**src/rtl/mc_cmd_issuer.sv**
```systemverilog
// DDR4 command issuer: open-page bank table, one shared wait counter for
// tRCD/tRP/tRFC, and a periodic refresh that never preempts an accepted request.
module mc_cmd_issuer #(
   parameter int RANKS     = 1,
   parameter int BGWIDTH   = 2,
   parameter int BAWIDTH   = 2,
   parameter int ADDRWIDTH = 17,
   parameter int COLWIDTH  = 10,
   parameter int TRCD      = 4,
   parameter int TRP       = 4,
   parameter int TRFC      = 8,
   parameter int TREFI     = 64,
   localparam int RKW      = (RANKS > 1) ? $clog2(RANKS) : 1
) (
   input  logic                 clk,
   input  logic                 reset_n,
   input  logic                 req_valid,
   output logic                 req_ready,
   input  logic                 req_we,
   input  logic [RKW-1:0]       req_rank,
   input  logic [BGWIDTH-1:0]   req_bg,
   input  logic [BAWIDTH-1:0]   req_ba,
   input  logic [ADDRWIDTH-1:0] req_row,
   input  logic [COLWIDTH-1:0]  req_col,
   output logic                 act_n,
   output logic [ADDRWIDTH-1:0] A,
   output logic [BGWIDTH-1:0]   bg,
   output logic [BAWIDTH-1:0]   ba,
   output logic [RANKS-1:0]     cs_n,
   output logic                 cke,
   output logic                 rsp_valid,
   output logic                 rsp_we
);

   localparam int IW    = RKW + BGWIDTH + BAWIDTH;
   localparam int NENT  = 2 ** IW;
   localparam int CW    = 16;
   localparam int TW    = (TREFI > 1) ? $clog2(TREFI) : 1;
   localparam int A_RAS = 16;
   localparam int A_CAS = 15;
   localparam int A_WE  = 14;
   localparam int A_AP  = 10;

   typedef enum logic [3:0] {
      ST_IDLE, ST_PRE, ST_WAIT_RP, ST_ACT, ST_WAIT_RCD,
      ST_RDWR, ST_REF_PRA, ST_WAIT_RP_REF, ST_REF, ST_WAIT_RFC
   } state_t;

   state_t                 state_r, state_s;
   logic [CW-1:0]          cnt_r, cnt_s;
   logic                   accept_s;
   logic                   we_r;
   logic [RKW-1:0]         rank_r;
   logic [BGWIDTH-1:0]     bg_req_r;
   logic [BAWIDTH-1:0]     ba_req_r;
   logic [ADDRWIDTH-1:0]   row_r;
   logic [COLWIDTH-1:0]    col_r;
   logic [NENT-1:0]        valid_r;
   logic [ADDRWIDTH-1:0]   row_tab_r [NENT];
   logic [TW-1:0]          timer_r;
   logic                   ref_pend_r;
   logic                   wrap_s;
   logic [IW-1:0]          req_idx_s, cur_idx_s;
   logic                   req_open_s, req_hit_s;
   logic [RANKS-1:0]       bank_cs_s;
   logic                   act_n_r, act_n_s;
   logic [ADDRWIDTH-1:0]   a_r, a_s;
   logic [BGWIDTH-1:0]     bg_r, bg_s;
   logic [BAWIDTH-1:0]     ba_r, ba_s;
   logic [RANKS-1:0]       cs_n_r, cs_n_s;
   logic                   cke_r;
   logic                   rsp_valid_r, rsp_valid_s;
   logic                   rsp_we_r, rsp_we_s;

   assign req_idx_s  = {req_rank, req_bg, req_ba};
   assign cur_idx_s  = {rank_r, bg_req_r, ba_req_r};
   assign req_open_s = valid_r[req_idx_s];
   assign req_hit_s  = (row_tab_r[req_idx_s] == req_row);
   assign wrap_s     = (timer_r == TW'(TREFI - 1));
   assign req_ready  = (state_r == ST_IDLE) && !ref_pend_r && cke_r;

   assign act_n     = act_n_r;
   assign A         = a_r;
   assign bg        = bg_r;
   assign ba        = ba_r;
   assign cs_n      = cs_n_r;
   assign cke       = cke_r;
   assign rsp_valid = rsp_valid_r;
   assign rsp_we    = rsp_we_r;

   // Chip-select pattern for a bank command to the captured rank.
   always_comb begin
      bank_cs_s = {RANKS{1'b1}};
      for (int i = 0; i < RANKS; i++) begin
         bank_cs_s[i] = (rank_r != RKW'(i));
      end
   end

   // Next-state, shared wait counter and next command bus.
   always_comb begin
      state_s     = state_r;
      cnt_s       = cnt_r;
      accept_s    = 1'b0;
      act_n_s     = 1'b1;
      a_s         = {ADDRWIDTH{1'b1}};
      bg_s        = bg_r;
      ba_s        = ba_r;
      cs_n_s      = {RANKS{1'b1}};
      rsp_valid_s = 1'b0;
      rsp_we_s    = 1'b0;
      case (state_r)
         ST_IDLE: begin
            if (ref_pend_r) begin
               state_s = (|valid_r) ? ST_REF_PRA : ST_REF;
            end else if (req_valid && cke_r) begin
               accept_s = 1'b1;
               if (req_open_s && req_hit_s) begin
                  state_s = ST_RDWR;
               end else if (req_open_s) begin
                  state_s = ST_PRE;
               end else begin
                  state_s = ST_ACT;
               end
            end else begin
               state_s = ST_IDLE;
            end
         end
         ST_PRE: begin
            a_s[A_RAS] = 1'b0;
            a_s[A_CAS] = 1'b1;
            a_s[A_WE]  = 1'b0;
            a_s[A_AP]  = 1'b0;
            bg_s       = bg_req_r;
            ba_s       = ba_req_r;
            cs_n_s     = bank_cs_s;
            cnt_s      = CW'(TRP - 2);
            state_s    = ST_WAIT_RP;
         end
         ST_WAIT_RP: begin
            if (cnt_r == {CW{1'b0}}) begin
               state_s = ST_ACT;
            end else begin
               cnt_s = cnt_r - CW'(1);
            end
         end
         ST_ACT: begin
            act_n_s = 1'b0;
            a_s     = row_r;
            bg_s    = bg_req_r;
            ba_s    = ba_req_r;
            cs_n_s  = bank_cs_s;
            cnt_s   = CW'(TRCD - 2);
            state_s = ST_WAIT_RCD;
         end
         ST_WAIT_RCD: begin
            if (cnt_r == {CW{1'b0}}) begin
               state_s = ST_RDWR;
            end else begin
               cnt_s = cnt_r - CW'(1);
            end
         end
         ST_RDWR: begin
            a_s[COLWIDTH-1:0] = col_r;
            a_s[A_RAS]  = 1'b1;
            a_s[A_CAS]  = 1'b0;
            a_s[A_WE]   = !we_r;
            a_s[A_AP]   = 1'b0;
            bg_s        = bg_req_r;
            ba_s        = ba_req_r;
            cs_n_s      = bank_cs_s;
            rsp_valid_s = 1'b1;
            rsp_we_s    = we_r;
            state_s     = ST_IDLE;
         end
         ST_REF_PRA: begin
            a_s[A_RAS] = 1'b0;
            a_s[A_CAS] = 1'b1;
            a_s[A_WE]  = 1'b0;
            a_s[A_AP]  = 1'b1;
            cs_n_s     = {RANKS{1'b0}};
            cnt_s      = CW'(TRP - 2);
            state_s    = ST_WAIT_RP_REF;
         end
         ST_WAIT_RP_REF: begin
            if (cnt_r == {CW{1'b0}}) begin
               state_s = ST_REF;
            end else begin
               cnt_s = cnt_r - CW'(1);
            end
         end
         ST_REF: begin
            a_s[A_RAS] = 1'b0;
            a_s[A_CAS] = 1'b0;
            a_s[A_WE]  = 1'b1;
            cs_n_s     = {RANKS{1'b0}};
            cnt_s      = CW'(TRFC - 1);
            state_s    = ST_WAIT_RFC;
         end
         ST_WAIT_RFC: begin
            if (cnt_r == {CW{1'b0}}) begin
               state_s = ST_IDLE;
            end else begin
               cnt_s = cnt_r - CW'(1);
            end
         end
         default: state_s = ST_IDLE;
      endcase
   end

   // State register and shared wait counter.
   always_ff @(posedge clk) begin
      if (!reset_n) begin
         state_r <= ST_IDLE;
         cnt_r   <= {CW{1'b0}};
      end else begin
         state_r <= state_s;
         cnt_r   <= cnt_s;
      end
   end

   // Request fields held for the whole command sequence.
   always_ff @(posedge clk) begin
      if (!reset_n) begin
         we_r     <= 1'b0;
         rank_r   <= {RKW{1'b0}};
         bg_req_r <= {BGWIDTH{1'b0}};
         ba_req_r <= {BAWIDTH{1'b0}};
         row_r    <= {ADDRWIDTH{1'b0}};
         col_r    <= {COLWIDTH{1'b0}};
      end else if (accept_s) begin
         we_r     <= req_we;
         rank_r   <= req_rank;
         bg_req_r <= req_bg;
         ba_req_r <= req_ba;
         row_r    <= req_row;
         col_r    <= req_col;
      end
   end

   // Open-row table, updated in the cycle the ACT/PRE/PRA goes out.
   always_ff @(posedge clk) begin
      if (!reset_n) begin
         valid_r <= {NENT{1'b0}};
         for (int i = 0; i < NENT; i++) begin
            row_tab_r[i] <= {ADDRWIDTH{1'b0}};
         end
      end else begin
         case (state_r)
            ST_ACT: begin
               valid_r[cur_idx_s]   <= 1'b1;
               row_tab_r[cur_idx_s] <= row_r;
            end
            ST_PRE:     valid_r[cur_idx_s] <= 1'b0;
            ST_REF_PRA: valid_r <= {NENT{1'b0}};
            default: ;
         endcase
      end
   end

   // Refresh interval timer; a wrap while already pending is absorbed.
   always_ff @(posedge clk) begin
      if (!reset_n) begin
         timer_r    <= {TW{1'b0}};
         ref_pend_r <= 1'b0;
      end else begin
         timer_r <= wrap_s ? {TW{1'b0}} : timer_r + TW'(1);
         if (wrap_s) begin
            ref_pend_r <= 1'b1;
         end else if (state_r == ST_REF) begin
            ref_pend_r <= 1'b0;
         end
      end
   end

   // Registered DDR command bus and response pulse.
   always_ff @(posedge clk) begin
      if (!reset_n) begin
         act_n_r     <= 1'b1;
         a_r         <= {ADDRWIDTH{1'b1}};
         bg_r        <= {BGWIDTH{1'b0}};
         ba_r        <= {BAWIDTH{1'b0}};
         cs_n_r      <= {RANKS{1'b1}};
         cke_r       <= 1'b0;
         rsp_valid_r <= 1'b0;
         rsp_we_r    <= 1'b0;
      end else begin
         act_n_r     <= act_n_s;
         a_r         <= a_s;
         bg_r        <= bg_s;
         ba_r        <= ba_s;
         cs_n_r      <= cs_n_s;
         cke_r       <= 1'b1;
         rsp_valid_r <= rsp_valid_s;
         rsp_we_r    <= rsp_we_s;
      end
   end

endmodule

```
**config.mk**
```make
export PLATFORM = sky130hd
export DESIGN_NAME = mc_cmd_issuer
export DESIGN_NICKNAME = d
export VERILOG_FILES = /design/src/rtl/mc_cmd_issuer.sv
export SDC_FILE = /design/constraint.sdc
export NUM_CORES = 1
export LEC_CHECK = 0
export ABC_CLOCK_PERIOD_IN_PS = 3700
export CAP_MARGIN = 10
export CORE_UTILIZATION = 55
export CTS_CLUSTER_SIZE = 12
export DETAILED_ROUTE_END_ITERATION = 8
export PLACE_DENSITY_LB_ADDON = 0.2
export SYNTH_ARGS = -nofsm -noshare
export SYNTH_HDL_FRONTEND = slang
export SYNTH_SLANG_ARGS = --single-unit
```
**constraint.sdc**
```tcl
create_clock -name clk -period 3.7 [get_ports clk]
set_clock_uncertainty 0.15 [all_clocks]
set_input_delay 0.925 -clock clk [delete_from_list [all_inputs] [get_ports clk]]
set_output_delay 0.925 -clock clk [all_outputs]
set_load 0.1 [all_outputs]
```
After elaboration in Yosys (flattened, before gate mapping)
Memories as Yosys holds them, arrays and structs flattened.
Index checks and enable logic that the tools add are counted.
- flip-flop bits (word level): 118
- memory bits (writable): 544
- input bits: 36
- memories: 1
- $add $sub $neg: 2
- $lt $le $gt $ge: 3
- eq/ne operators: 16
- multiplexer cells: 36
- bitwise logic cells: 4
- reductions and logical operators: 25
- memory list (name ; depth ; bits a word ; rd ports ; clocked after Yosys merged registers in ; write ports ; RTL line ; text):
    row_tab_r ; 32 ; 17 ; 1 ; 0 ; 32 ; 59 ; logic [ADDRWIDTH-1:0] row_tab_r [NENT];
- operators with widths (cell ; number):
    32-bit case mux with 3 select lines ; 1
    16-bit case mux with 3 select lines ; 1
    4-bit case mux with 9 select lines ; 1
    32-bit AND ; 1
    32-bit NOT ; 1
    32-bit OR ; 1
    32-bit OR reduction ; 1
    4-bit two-way mux ; 7
    10-bit case mux with 2 select lines ; 1
    17-bit == test ; 1
    17-bit two-way mux ; 1
    17-bit OR reduction ; 1
    4-bit by 3-bit == test with 1-bit output, second input constant ; 4
    16-bit zero test ; 1
    16-bit two-way mux ; 1
    16-bit by 1-bit subtractor with 16-bit output, second input constant ; 1
    1-bit two-way mux ; 15
    5-bit by 6-bit < comparator with 1-bit output, second input constant ; 2
    3-bit case mux with 4 select lines ; 1
    2-bit != test, second input constant ; 5
    4-bit by 2-bit == test with 1-bit output, second input constant ; 2
    4-bit == test, second input constant ; 2
    2-bit OR reduction ; 4
    6-bit by 1-bit adder with 6-bit output, second input constant ; 1
    19 further kinds ; 29

Longest topological paths before layout
Gate-level depths: netlist of the first run.
- depth in word-level cells: 7
- gate-level depth with buffers: 12
- depth with buffers taken out: 9

Worst setup path before layout of the first run
No wires, ideal clock.
- kind: input-to-reg
- start: in req_ba[1]
- end: reg state_r[2]
- library setup time: 0.084 ns
- arrival: 2.900 ns
- required time: 3.466 ns
- setup slack: 0.565 ns
- stages: 11
- buffers on the path: 3
- path through: buf_2 > buf_2 > clkbuf_1 > mux4_2 > mux2i_1 > a22oi_1 > nand2_1 > xnor2_1 > nor4_1 > nand2_1 > o31ai_2
- cells in the longest elaborated chain, start to end: 7
- ends and longest elaborated chain (element ; RTL line ; text):
    start, declared ; 22 ; input logic [BAWIDTH-1:0] req_ba,
    memory read 32 x 17 bit / 1-bit binary-select mux with 5-bit select (equally long branches) ; - ;
    17-bit == test / 1-bit two-way mux (equally long branches) ; 78, 77 ;
    1-bit logical AND * ; 117 ; if (req_open_s && req_hit_s) begin
    3-bit two-way mux * ; 117 ;
    4-bit two-way mux * ; 115 ; end else if (req_valid && cke_r) begin
    4-bit two-way mux * ; 113 ; if (ref_pend_r) begin
    4-bit case mux with 9 select lines * ; 111 ; case (state_r)
    end signal, assigned ; 216 ; state_r <= state_s;
    end, declared ; 49 ; state_t state_r, state_s;
Every way passes the cells marked *; elsewhere a longest branch is shown, timed or not. The select of a mux whose other input is x is not followed.
A chain may end at the register's enable or synchronous reset.

Final worst setup path of the first run
- start: in req_ba[0]
- end: reg state_r[2]
The elaborated chain is that of the path after synthesis.

==> flow_summary.ini, run 1 <==
[run_status]
outcome = finished, final reports clean

[yosys]
ys_warn_count = 0
synth_cell_type_count = 58
ys_async_sr_fraction_pct = 0
synth_nets = 2298
synth_area_mm2 = 0.0304
synthCells = 2260
avgSynthCellArea_um2 = 13.5
synth_edf_count = 544
yosys-top-cells-area = edfxtp_1 (54%), and2_1 (11%), mux4_2 (9.4%)
synth_ff_type = edfxtp_1
synth_seq_cells = 662
yosys.area.top_type = edfxtp_1
ys_seq_area_share_pct = 61.5
synth_top_area_share_pct = 53.7

[clock_tree]
postCtsSetupRepairBufs = 0
clk_latency_ns = 0.61
cts.sinks = 662
path_clk_slew_ns = 0.06
h-tree-depth = 3
ctsLongestPathBuffers = 3
ctsHoldBuffers = 0
ctsRootBufferMaster = clkbuf_16
cts_buffers = 71
cts_tree = yes
cts-resized-gates = 0

[worst_hold_path]
worst_hold_path.num_cells = 2
hp-class = reg2reg
hp-start = col_r[3]

[grt]
first_global_vias = 18900
grt_overflow_total = 0
grtUsageTotal_pct = 30.2
antenna_found_initial = 0
grt_max_degree = 46
grt_pass1_wl_mm = 123

[route]
viasPerCell = 6.15
post_drt_wl_per_cell_um = 26.7
wirelength_mm = 83.0
drt_first_iter_violations = 1947
drc_errors = 0
antenna_left = 0
first_pass_iters = 6
vias = 19200

[power]
clock_power_share_pct = 38.1
internal_power_uw = 12900
switching_share_pct = 25.4
p_leak_uw = 0.0127
switching_power_uw = 4410
power_frac_seq_pct = 49.4
power_density_mw_per_mm2 = 498
p_comb_share_pct = 12.4
ir_drop_mv = 0.514

[run]
max_cap_violations = 0

[setup_path]
cp.required_ns = 4.07
cp.buffers_inverters = 3
crit_end = state_r[2]
worstPathMaxFanout = 22
path_common_cell = buf_12
cp-end-kind = register
crit_type = in2reg
ff2ff_setup_slack_ns = 0.84
worstSetupStartpoint = req_ba[0]
crit_arrival_ns = 3.83
r2r_end = cnt_r[13]
path_depth = 11
rr_worst_depth = 8
cpPeakStageDelay_ns = 0.51
regToRegStartpoint = state_r[1]
crit_chain = buf_8 > buf_12 > buf_12 > mux4_2 > mux2i_1 > o22ai_1 > nor2_1 > xnor2_1 > nor4_2 > nand4_1 > o31ai_2
cp-start-kind = input port
cp_top_family = multiplexers
cpMaxStageDelayCell = mux4_2

[floorplanning]
start_util_pct = 56.0
ios = 63
rows = 85
die_x_um = 237
dieArea_mm2 = 0.0562
die_h_um = 237
core_area_mm2 = 0.0542

[finish]
layout_common_cells = and2_1 (554), edfxtp_1 (544), buf_4 (174)
area_growth_pct = 14.4
finish.instance_area_mm2 = 0.0348
final_common_cell = and2_1
drive_above_1_share_pct = 18.7
final_nets = 2410
diodes = 0
fin_cells = 3116

[placement]
dp_cells = 2995
io_buffers = 62
post-dp-hpwl_mm = 53.6
place_congestion = 0.917
placed_area_mm2 = 0.0327

[timing]
worst_pin_slew_ns = 1.20
maxSlewHeadroom_pct = 20.1
fin_crit_sh_pct = 93.7
rsz0062_at_grt = false
slew_violations = 0
fmax_mhz = 288
finalHoldViolations = 0
min_period_ns = 3.47
finalSetupViolCount = 0
-- power by group through the flow --
stage,Clock [uW],Combinational [uW],Sequential [uW]
global placement,0,2100,8690
global route,6950,2310,8590
detailed placement,0,2130,8710
floorplan,0,1330,8700
finish,6600,2150,8560
CTS,6670,2140,8560
-- sequential cells by signal, indices dropped and copies added, names as in the netlist --
name        count
state_r         4
row_tab_r     544
bank_cs_s       1
timer_r         6
we_r            1
cs_n            1
col_r          10
rsp_we          1
ba_req_r        2
row_r          17
A              17
bg_req_r        2
cnt_r          16
bg              2
cke             1
ref_pend_r      1
act_n           1
rsp_valid       1
ba              2
valid_r        32
-- stage by stage --
| stage | hold slack (ns) | TNS, ns | power [uW] | util, % | setup WS [ns] |
|---|---|---|---|---|---|
| after floorplan | 0.268 | 0 | 10000 | - | 0.565 |
| after global routing | 0.334 | 0 | 17800 | 64.1 | 0.169 |
| after global placement | 0.281 | -0.405 | 10800 | 60.2 | -0.290 |
| after detailed placement | 0.300 | -0.410 | 10800 | 60.2 | -0.289 |
| after CTS | 0.315 | 0 | 17400 | 64.1 | 0.324 |
| final | 0.312 | 0 | 17300 | 64.1 | 0.233 |
-- per-layer routing --
layer  up-vias  global-route usage, %  wire [um]
met3       156                   6.09       6920
met1      9756                   41.0      33300
met5         -                      0          0
met4         0                   10.9       2890
met2       832                   48.5      39900
li1       8417                      -          -
-- kinds of logic (layout without fill, tap and decap cells) --
group / Yosys count / after routing / share of synthesized area [%]
fa+ha+maj: 2 / 2 / 0.0823
compound gates: 218 / 218 / 5.07
xor+xnor: 34 / 34 / 0.980
buf+inv: 196 / 356 / 2.73
flops: 662 / 662 / 61.5
mux: 203 / 203 / 11.9
simple gates: 945 / 945 / 17.7
-- cell usage after synthesis (all sizes together) (6+ instances only) --
master  instances
and2          554
edfxtp        544
clkbuf        145
nand2         129
mux4          127
dfxtp         118
nor2           70
mux2i          68
a22oi          51
o21ai          49
buf            44
nand2b         44
a21boi         40
nor2b          40
nor3           39
xnor2          24
nor4           15
nand3          13
a21oi          12
a221o          12
and3           11
o22ai          11
xor2           10
a32oi           8
mux2            8
nand4           8
inv             6
o211ai          6
or2             6
-- how the worst min path moves through the flow --
stage	end
2_1_floorplan	timer_r[0]
3_3_place_gp	timer_r[0]
3_5_place_dp	timer_r[0]
4_1_cts	col_r[3]
5_1_grt	col_r[3]
6_report	col_r[3]
-- worst reg2reg max path, delay by kind of cell (launching register included) --
| kind | cells | cell delay, ns |
|---|---|---|
| AOI/OAI and AO/OA | 2 | 0.40 |
| and+or+nand+nor | 5 | 1.42 |
| DFF | 1 | 0.61 |
| xor gates and xnor gates | 1 | 0.15 |
-- final cells by class --
class / count / area, um2
Inverter: 7 / 26.3
Tap cell: 696 / 871
Multi-Input combinational cell: 1402 / 11000
Clock buffer: 98 / 1930
Sequential cell: 662 / 18700
Timing Repair Buffer: 228 / 2060
Clock inverter: 23 / 180
Fill cell: 3918 / 19500
Power figures use the tool's default switching activity.
==> run 2, diff against run 1 <==
Settings changed: SETUP_SLACK_MARGIN set to 0.1.
==> results of run 2 <==
No change in the layout: final DEF, timing and power equal those of run 1.
==> run 3, diff against run 2 <==
--- a/config.mk
+++ b/config.mk
@@ -9,5 +9,4 @@
 export CAP_MARGIN = 10
 export CORE_UTILIZATION = 55
-export CTS_CLUSTER_SIZE = 12
 export DETAILED_ROUTE_END_ITERATION = 8
 export PLACE_DENSITY_LB_ADDON = 0.2
==> constraint.sdc (replaced) <==
create_clock -name clk -period 3.7 [get_ports clk]
set_clock_uncertainty 0.15 [all_clocks]
set_input_delay 0.74 -clock clk [delete_from_list [all_inputs] [get_ports clk]]
set_output_delay 0.74 -clock clk [all_outputs]
set_load 0.1 [all_outputs]
==> run 3 against run 2 <==
Net effect:
- hold slack about the same
- global-route usage rose by 0.20 points
- final cell count down 0.61%
- fmax increased by 10%
- clock power rose by 4.1%
- core utilization decreased by 0.099 points
- power grew 1.4%
- non-clock buffer count shrank 27
==> flow_summary.ini, run 3 (synthesis results as in run 1) <==
[run_status]
outcome = finished, final reports clean

[floorplanning]
ios = 63
rows = 85
die_h_um = 237
start_util_pct = 56.0
core_area_mm2 = 0.0542
die_x_um = 237
dieArea_mm2 = 0.0562

[setup_path]
cp_top_family = multiplexers
ff2ff_setup_slack_ns = 0.57
regToRegStartpoint = state_r[2]
cp.required_ns = 4.07
crit_arrival_ns = 3.50
rr_worst_depth = 8
crit_type = in2reg
cp-end-kind = register
worstPathMaxFanout = 25
r2r_end = cnt_r[15]
crit_chain = buf_8 > buf_12 > buf_4 > mux4_2 > mux2i_1 > o22ai_1 > nor2_1 > xnor2_1 > nor4_2 > nand4_1 > o31ai_2
cpPeakStageDelay_ns = 0.54
cp.buffers_inverters = 3
cpMaxStageDelayCell = mux4_2
cp-start-kind = input port

[timing]
fin_crit_sh_pct = 84.8
slew_violations = 0
finalHoldViolations = 0
maxSlewHeadroom_pct = 13.2
rsz0062_at_grt = false
fmax_mhz = 319
worst_pin_slew_ns = 1.30
min_period_ns = 3.14
fin_tns_setup_ns = 0
finalSetupViolCount = 0

[power]
p_leak_uw = 0.0126
ir_drop_mv = 0.509
power_density_mw_per_mm2 = 506

[grt]
grtUsageTotal_pct = 30.4
first_global_vias = 18900
antenna_found_initial = 2
grt_max_degree = 122
grt_overflow_total = 0
grt_pass1_wl_mm = 124

[route]
vias = 19200
wirelength_mm = 83.9
post_drt_wl_per_cell_um = 27.1
drc_errors = 0
drt_first_iter_violations = 2036
viasPerCell = 6.21
first_pass_iters = 6
antenna_left = 0

[finish]
final_core_util_pct = 64.0
final_nets = 2382
final_common_cell = and2_1
fin_cells = 3097
layout_common_cells = and2_1 (554), edfxtp_1 (544), nand2_1 (128)
largest_reg_flops = 544
area_growth_pct = 14.2
largestRegisters = row_tab_r: 544 flops, valid_r: 32 flops
drive_above_1_share_pct = 17.3
regMostFlops = row_tab_r

[clock_tree]
ctsHoldBuffers = 0
h-tree-depth = 3
cts_buffers = 70
ctsLongestPathBuffers = 3
path_clk_slew_ns = 0.06
postCtsSetupRepairBufs = 0
cts-resized-gates = 0
clk_latency_ns = 0.61
cts_tree = yes
cts.sinks = 662
ctsRootBufferMaster = clkbuf_16

[worst_hold_path]
hold_path_end = timer_r[0]
hp-start = timer_r[0]
worst_hold_path.num_cells = 1
hp-class = reg2reg

[placement]
io_buffers = 62
place_congestion = 0.919
post-dp-hpwl_mm = 53.0
dp_cells = 2967

[run]
max_cap_violations = 0
-- run 3: cell count changes in the layout (fill, tap and decap cells not counted), moves of 2 or more --
cell / delta
clkinv_1: -5
clkbuf_1: -2
clkinv_2: +10
buf_12: -4
bufinv_16: +3
clkdlybuf4s50_1: +25
clkbuf_8: -2
diode_2: +2
buf_4: -49
-- run 3: layout make-up --
cell class / instances / area, um2
Fill cell: 3977 / 19500
Sequential cell: 662 / 18700
Multi-Input combinational cell: 1402 / 11000
Clock buffer: 95 / 1920
Timing Repair Buffer: 201 / 1890
Tap cell: 696 / 871
Clock inverter: 32 / 302
Inverter: 7 / 26.3
Antenna cell: 2 / 5.00
-- run 3: routing by layer --
metal / part of all wire [%] / track usage (%) / routed length, um / vias to the layer above
met2: 48 / 49.0 / 40400 / 847
met5: 0.042 / 0 / 35 / -
met1: 40 / 40.8 / 33600 / 9803
li1: - / - / - / 8381
met4: 4.0 / 12.0 / 3360 / 6
met3: 7.8 / 5.93 / 6570 / 185
-- run 3: metrics by stage --
stage | instance area, um2 | worst slack (ns) | hold slack (ns) | total power (uW)
finish | 34700 | 0.562 | 0.312 | 17600
global route | 34700 | 0.364 | 0.334 | 18100
CTS | 34700 | 0.581 | 0.315 | 17600
detailed placement | 32500 | -0.0157 | 0.307 | 10800
global placement | 32500 | -0.0164 | 0.280 | 10800
floorplan | 30400 | 0.669 | 0.268 | 10000
-- run 3: report_power, final --
part / total (uW) / internal, uW / switching, uW
registers: 8560 / 8350 / 211
clock network: 6870 / 4000 / 2870
logic: 2130 / 767 / 1370
-- run 3: worst max path at each step --
stage,from,to,depth (start not counted)
final,req_ba[0],state_r[2],11
after floorplan,cke,bank_cs_s,6
after global routing,state_r[2],cnt_r[9],8
after CTS,state_r[2],cnt_r[15],8
after detailed placement,req_ba[0],state_r[2],11
after global placement,req_ba[0],state_r[2],11
